**config.mk**
```make
export PLATFORM = sky130hd
export DESIGN_NAME = mp_mac_row
export DESIGN_NICKNAME = d
export VERILOG_FILES = /design/src/rtl/mp_mac_row.sv
export SDC_FILE = /design/constraint.sdc
export NUM_CORES = 2
export LEC_CHECK = 0
export CELL_PAD_IN_SITES_DETAIL_PLACEMENT = 1
export CELL_PAD_IN_SITES_GLOBAL_PLACEMENT = 1
export CORE_UTILIZATION = 44
export DETAILED_ROUTE_END_ITERATION = 8
export PLACE_DENSITY_LB_ADDON = 0.2
export SETUP_SLACK_MARGIN = 0.05
export SYNTH_ARGS = -nofsm -noshare
export SYNTH_HDL_FRONTEND = slang
export SYNTH_SLANG_ARGS = --single-unit
```
**constraint.sdc**
```tcl
create_clock -name clk -period 17 [get_ports clk]
set_input_delay 3.4 -clock clk [delete_from_list [all_inputs] [get_ports clk]]
set_output_delay 3.4 -clock clk [all_outputs]
set_load 0.01 [all_outputs]
```
**src/rtl/mp_mac_row.sv**
```systemverilog
// mp_mac_row -- multi-limb row multiply-accumulate, R = A*b + C.
//
// A and C are N limbs of L bits. b is a single K-bit digit. One limb product
// a_i*b + c_i is issued per cycle into a MUL_LAT-deep pipe. A serial carry
// stage then folds each product into the running carry, in limb order. Only
// one row is in flight at a time.
//
// Optional feature, enabled by defining MP_MAC_ROW_ZERO_SKIP_EN:
//   If b == 0 when a row is accepted, the pipe is bypassed.
//   The result is {K'b0, C}, and out_valid rises two cycles after accept.
//
// Ports:
//   clk        clock; all logic updates on the rising edge
//   rst        synchronous active-high reset
//   in_valid   operand set valid
//   in_ready   block idle and able to accept a row
//   in_a       A; limb i = in_a[i*L +: L]
//   in_b       digit b
//   in_c       addend C; same limb layout as in_a
//   out_valid  result valid; held until out_ready
//   out_ready  consumer accepts the result
//   out_r      R = A*b + C, exact
module mp_mac_row #(
  parameter int unsigned N       = 16,
  parameter int unsigned L       = 17,
  parameter int unsigned K       = 17,
  parameter int unsigned MUL_LAT = 2
) (
  input  logic             clk,
  input  logic             rst,
  input  logic             in_valid,
  output logic             in_ready,
  input  logic [N*L-1:0]   in_a,
  input  logic [K-1:0]     in_b,
  input  logic [N*L-1:0]   in_c,
  output logic             out_valid,
  input  logic             out_ready,
  output logic [N*L+K-1:0] out_r
);

  // p_i < 2^(L+K) and carry < 2^(K+1), so L+K+1 bits hold p_i + carry exactly.
  localparam int unsigned PW = L + K + 1;
  localparam int unsigned CW = (N > 1) ? $clog2(N) : 1;

  typedef enum logic [1:0] {StIdle, StIssue, StDrain, StDone} state_e;

  state_e state_q, state_d;

  logic [N*L-1:0] a_q, c_q, res_q, res_next;
  logic [K-1:0]   b_q, top_q;
  logic [CW-1:0]  cnt_q;
  logic [K:0]     carry_q;

  logic [PW-1:0]      pipe_p_q [MUL_LAT];
  logic [MUL_LAT-1:0] pipe_v_q;
  logic [MUL_LAT-1:0] pipe_last_q;
  // Set on the cycle after the last limb has been folded into carry_q.
  logic               cs_last_q;

  logic          accept, issue, issue_last, zero_skip;
  logic [PW-1:0] prod, t;

  assign accept     = (state_q == StIdle) && in_valid;
  assign issue      = (state_q == StIssue);
  assign issue_last = issue && (cnt_q == CW'(N - 1));

`ifdef MP_MAC_ROW_ZERO_SKIP_EN
  assign zero_skip = (in_b == '0);
`else
  assign zero_skip = 1'b0;
`endif

  // Operand registers shift right once per issue, so limb i is always at the bottom.
  assign prod = PW'(a_q[L-1:0]) * PW'(b_q) + PW'(c_q[L-1:0]);
  assign t    = pipe_p_q[MUL_LAT-1] + PW'(carry_q);

  // Result limbs enter at the top, so after N limbs limb 0 sits at the bottom.
  always_comb begin
    res_next                = res_q >> L;
    res_next[N*L-1 -: L]    = t[L-1:0];
  end

  // State register
  always_ff @(posedge clk) begin
    if (rst) begin
      state_q <= StIdle;
    end else begin
      state_q <= state_d;
    end
  end

  // Next-state logic
  always_comb begin
    state_d = state_q;
    unique case (state_q)
      StIdle: begin
        // Zero-skip rows spend one cycle in StDrain.
        // That gives them their fixed two-cycle latency.
        if (in_valid) state_d = zero_skip ? StDrain : StIssue;
      end
      StIssue: begin
        if (issue_last) state_d = StDrain;
      end
      StDrain: begin
        if (cs_last_q) state_d = StDone;
      end
      StDone: begin
        if (out_ready) state_d = StIdle;
      end
      default: state_d = StIdle;
    endcase
  end

  // Output logic
  always_comb begin
    in_ready  = (state_q == StIdle);
    out_valid = (state_q == StDone);
  end

  assign out_r = {top_q, res_q};

  // Datapath: operand registers, multiply-add pipe, carry stage
  always_ff @(posedge clk) begin
    if (rst) begin
      a_q         <= '0;
      b_q         <= '0;
      c_q         <= '0;
      cnt_q       <= '0;
      carry_q     <= '0;
      res_q       <= '0;
      top_q       <= '0;
      pipe_v_q    <= '0;
      pipe_last_q <= '0;
      cs_last_q   <= 1'b0;
      for (int i = 0; i < int'(MUL_LAT); i++) begin
        pipe_p_q[i] <= '0;
      end
    end else begin
      pipe_v_q[0]    <= issue;
      pipe_last_q[0] <= issue_last;
      pipe_p_q[0]    <= prod;
      for (int i = 1; i < int'(MUL_LAT); i++) begin
        pipe_v_q[i]    <= pipe_v_q[i-1];
        pipe_last_q[i] <= pipe_last_q[i-1];
        pipe_p_q[i]    <= pipe_p_q[i-1];
      end

      if (issue) begin
        a_q   <= a_q >> L;
        c_q   <= c_q >> L;
        cnt_q <= cnt_q + CW'(1);
      end

      if (pipe_v_q[MUL_LAT-1]) begin
        carry_q <= t[PW-1:L];
        res_q   <= res_next;
      end
      cs_last_q <= pipe_v_q[MUL_LAT-1] & pipe_last_q[MUL_LAT-1];

      // The final carry is below 2^K, so its top bit is always zero here.
      if ((state_q == StDrain) && cs_last_q) begin
        top_q <= carry_q[K-1:0];
      end

      if (accept) begin
        a_q     <= in_a;
        b_q     <= in_b;
        c_q     <= in_c;
        cnt_q   <= '0;
        carry_q <= '0;
        if (zero_skip) begin
          res_q     <= in_c;
          cs_last_q <= 1'b1;
        end
      end
    end
  end

endmodule
```
; ---- Yosys cells after proc, flatten, opt, wreduce, memory -nomap -nowiden
; Memories as Yosys holds them, arrays and structs flattened.
; Index checks and enable logic that the tools add are counted.
[op_classes]
add_sub_neg = 3
multipliers = 1
n_div = 0
n_lt_le_gt_ge = 0
eq_ne = 8
shifts = 0
n_mux = 14
bitwise = 3
n_reduce_logical = 7
[op_table]
columns = operator, count
row1 = $mux W272, 4
row2 = $mux W35, 2
row3 = $add A34 B17 Y35, 1
row4 = $add A35 B18 Y35, 1
row5 = $mul A17 B17 Y34, 1
row6 = $mux W2, 4
row7 = $pmux W2 S4, 1
row8 = $add A4 B1 Y4 const B, 1
row9 = $eq A2 B2 Y1 const B, 2
row10 = $eq A4 B4 Y1 const B, 1
row11 = $ne A2 B1 Y1 const B, 2
row12 = $ne A2 B2 Y1 const B, 2
row13 = $reduce_and A4 Y1, 1
row14 = $logic_and A1 B1 Y1, 3
row15 = $mux W1, 3
row16 = $eq A2 B1 Y1 const B, 1
row17 = $logic_not A2 Y1, 1
row18 = $or A1 B1 Y1, 2
row19 = $reduce_bool A2 Y1, 1
row20 = $reduce_or A2 Y1, 1
row21 = $and A1 B1 Y1, 1
[totals]
register_bits = 879
latchBits = 0
ramBits = 70
romBits = 0
inputBits = 565
out_inout_bits = 291
wordCells = 48
n_memories = 1
[mem_list]
columns = memory, words, word_bits, read_ports, rd_clocked_by_memory_dff, write_ports, line
row1 = pipe_p_q, 2, 35, 2, 0, 2, 54  ; logic [PW-1:0] pipe_p_q [MUL_LAT];

; ---- Logic depth before layout (Yosys ltp)
[logic_depth]
word_depth = 4
ltp_mapped = 24
mapped_depth_nobuf = 23

; ---- Worst setup path after synthesis
; OpenSTA, ideal clock, no wires.
[synth_timing]
kind = reg2reg
from = reg b_q[8]
to = mem pipe_p_q[0][33] in the netlist's numbering
setup_ns = 0.121
t_arrival_ns = 6.085
t_required_ns = 16.879
path_slack_ns = 10.793
stages_incl_launch_ff = 23
path_buffers = 2
period_less_slack_ns = 6.207
cell_sequence = dfxtp_1 clkbuf_1 clkbuf_1 nand2_1 fa_1 inv_1 fa_1 fa_1 fa_1 fa_1 inv_1 fa_1 inv_1 ha_1 a21o_1 a311oi_2 a21oi_2 a221o_1 a31oi_4 o211ai_2 a31oi_4 a21oi_2 mux2_4
[synth_lines]
columns = item, line
row1 = from (decl), 50  ; logic [K-1:0] b_q, top_q;
row2 = from (signal assigned), 167  ; b_q <= in_b;
row3 = to (decl), 54

; ---- Final worst setup path
[layout_timing]
from = in in_valid
to = reg c_q[66]
[layout_between]
elab_chain_cells = 2
elab_cells_between_ends = 3
classes_between = mux (1) / reduce/logical (2)
[layout_lines]
columns = item, line
row1 = from (decl), 31  ; input logic in_valid,
row2 = $logic_and A1 B1 Y1 *, 63  ; assign accept = (state_q == StIdle) && in_valid;
row3 = $mux W272 or $reduce_bool A2 Y1 (tied branches), -
row4 = to (signal assigned), 150  ; c_q <= c_q >> L;
row5 = to (signal assigned), 168  ; c_q <= in_c;
row6 = to (decl), 49  ; logic [N*L-1:0] a_q, c_q, res_q, res_next;
; Every way passes the cells marked *; elsewhere a longest branch is shown, timed or not.
; A chain may end at the register's enable or synchronous reset.

==> out/results.ini <==
[setup_path]
start_kind=input pin
arrival_ps=7660
critPathSlowestCell=buf_4
cp-end-kind=flip-flop
crit_family=buffers and inverters
critPathMaxFanout=96
crit_buf_inv=4
crit_top_cell=buf_4
slowest_delay_ps=850
crit_type=in -> reg
cp_cell_sequence=clkdlybuf4s50_1, nand2_4, buf_4, buf_4, buf_4, nor2_1, a211oi_1
crit_required_ps=17570

[sta]
relSlewSlack_pct=13.46
worst_pin_slew_ps=1298
setup_viol=0
setup_tns_ps=0
fmax_ghz=0.1412
finalHoldViolCount=0
maxSlewViolCount=0
skew_ps=68.73
rsz0062_at_grt=no
period_minus_slack_ps=7083
fin_crit_sh_pct=41.66
hold_slack_ps=428.1

[detailed_routing]
wl_per_cell_um=23.26
viasPerCell=5.439
vias=38870
final_antenna_net_count=0
drc=0
drt_first_pass_iters=5
wirelength_um=166200
drt-initial-drc-count=2074

[clocking]
clk_path_buf_depth=3
cts_root_buf=clkbuf_16
cts-resized-gates=0
cts_buffers=102
numClockSinks=949
cts_tree=yes
clk_pin_slew_ps=70
postCtsSetupBuffers=0
htreeDepth=3
ctsHoldBuffers=0
clkLatencyLatePin_ps=710

[placement]
portBuffers=855
dpl-instance-area_um2=56930
gp_congestion=0.8792
place_hpwl_um=123100

[die]
core_area_um2=107200
die_h_um=331.2
num_io_pins=856
start_util_pct=44.48
core.rowCount=120
die_area_um2=109700
die_x_um=331.2

[pwr]
total_power_mw=8.382
leakage_nw=23.62
power.density_nw_per_um2=138.4
ir_worst_vdd_mv=0.1972

[grt]
grt_pass1_wl_um=246400
grt_pass1_vias=40650
antenna_found_initial=58
grt_use_total_pct=29.39
overflow=0
grt_max_degree=247

[synth]
netlist_area_um2=47680
ys_seq_elements=949
synth.avg_cell_area_um2=9.542
synthFlopType=dfxtp_1
synth_enable_flop_cells=0
synth-async-reset-ratio_pct=0
ys_seq_area_share_pct=39.84
ys_warn_count=0
synthDistinctLibCells=67
syn-num-nets=5940
syn_inst=4997

[finish]
layout-drive-gt1-share_pct=3.997
final_core_util_pct=56.50
area_growth_pct=27.02
design_area_um2=60560
final_common_cell=dfxtp_1
nFillCells=11780
layout.nets=6560
final_cell_mix=948 x dfxtp_1, 854 x clkdlybuf4s50_1, 841 x nor2_1, 775 x mux2i_1, 521 x a211oi_1

[outcome]
status=completed

[job]
max-cap-violations=0

[hold_path]
hp-class=reg -> reg

## area by class of cell
cell class	instances	area (um2)	area share, %
flip-flops and latches	949	19000	31.37
repair buffers	890	8889	14.68
diodes	40	100.1	0.1653
well taps	1403	1755	2.898
inverters	312	1171	1.934
multi-input cells	3362	26110	43.12
clock buffers	147	2964	4.894
clock inverters	44	569.3	0.9400
## sequential cells by signal, summed over array words and instances, names as in the netlist, 4 cells and up
register,cells
c_q,272
a_q,272
cnt_q,4
b_q,17
carry_q,18
top_q,17
res_q,272
pipe_p_q,70
## cell families (layout without fill, tap and decap cells)
kind of cell	after synthesis	count (layout)	share of synthesized area (%)
AOI/OAI and AO/OA	739	739	11.01
xor gates and xnor gates	53	53	0.9735
adders and majority gates	378	378	13.74
buffers and inverters	686	1393	5.434
DFF	949	949	39.84
muxes	777	777	16.32
other	0	40	0
and+or+nand+nor	1415	1415	12.67
## worst reg2reg max path, cell delays in order (launching register included)
cell and delay (ps):
dfxtp_1 910, nand2_1 210, fa_1 570, inv_1 60
fa_1 510, inv_1 60, fa_1 550, inv_1 60
fa_1 460, fa_1 500, inv_1 50, fa_1 500
inv_1 50, ha_1 350, nand2_1 90, nor4_1 280
o21ai_0 220, a21oi_2 430, a31oi_4 170, o211ai_2 230
a31oi_4 120, a21oi_2 180, mux2_4 310
## power by group
group / total (mW) / internal, mW / leakage (nW) / switching [mW]
Sequential: 3.15 / 2.71 / 7.78 / 0.445
Clock: 2.33 / 1.36 / 1.71 / 0.972
Combinational: 2.90 / 1.26 / 14.1 / 1.64
Total: 8.38 / 5.33 / 23.6 / 3.06
## per-layer routing
metal,routed length (um),part of all wire (%),GRT usage (%),up-vias
met5,238,0.14,0,-
met4,7644,4.6,13.68,38
met3,9531,5.7,6.295,351
met2,81850,49,50.61,1034
met1,66940,40,34.84,19220
li1,-,-,-,18230
## per-stage QoR
stage          setup WS [ps]  std cells
5_1_grt                 9714       7141
6_report                9917       7147
3_5_place_dp            9439       6916
3_3_place_gp            9530       6916
4_1_cts                10050       7107
2_1_floorplan          10790       4997
## synth_stat cells, types with 4 or more instances
master	count	area share, %
a31oi_1	6	0.079
mux2i_1	775	16
and2_1	129	1.7
nor3_1	8	0.084
a21o_1	15	0.24
a211oi_1	521	8.2
fa_1	243	10
nand2_1	301	2.4
nand4_1	5	0.066
nor2b_1	48	0.63
o21bai_1	4	0.063
and4_1	5	0.092
o21a_1	4	0.063
nand3_1	15	0.16
ha_1	135	3.5
o21ai_0	42	0.44
clkbuf_1	285	2.2
xor2_1	34	0.62
nor4_1	4	0.052
and3_1	7	0.092
nand3b_1	35	0.55
dfxtp_1	949	40
a21oi_2	4	0.073
inv_1	311	2.4
xnor2_1	19	0.35
nand2b_1	5	0.066
a21oi_1	113	1.2
buf_1	86	0.68
nor2_1	841	6.6
## final timing paths
path	startpoint	end	slack [ps]	cells after the start
hold reg to reg	pipe_p_q[0][13]	pipe_p_q[0][48]	430	1
setup reg to reg	b_q[8]	pipe_p_q[0][33]	10020	22
setup / recovery	in_valid	c_q[66]	9920	7
hold / removal	pipe_p_q[0][13]	pipe_p_q[0][48]	430	1
Power figures use the tool's default switching activity.
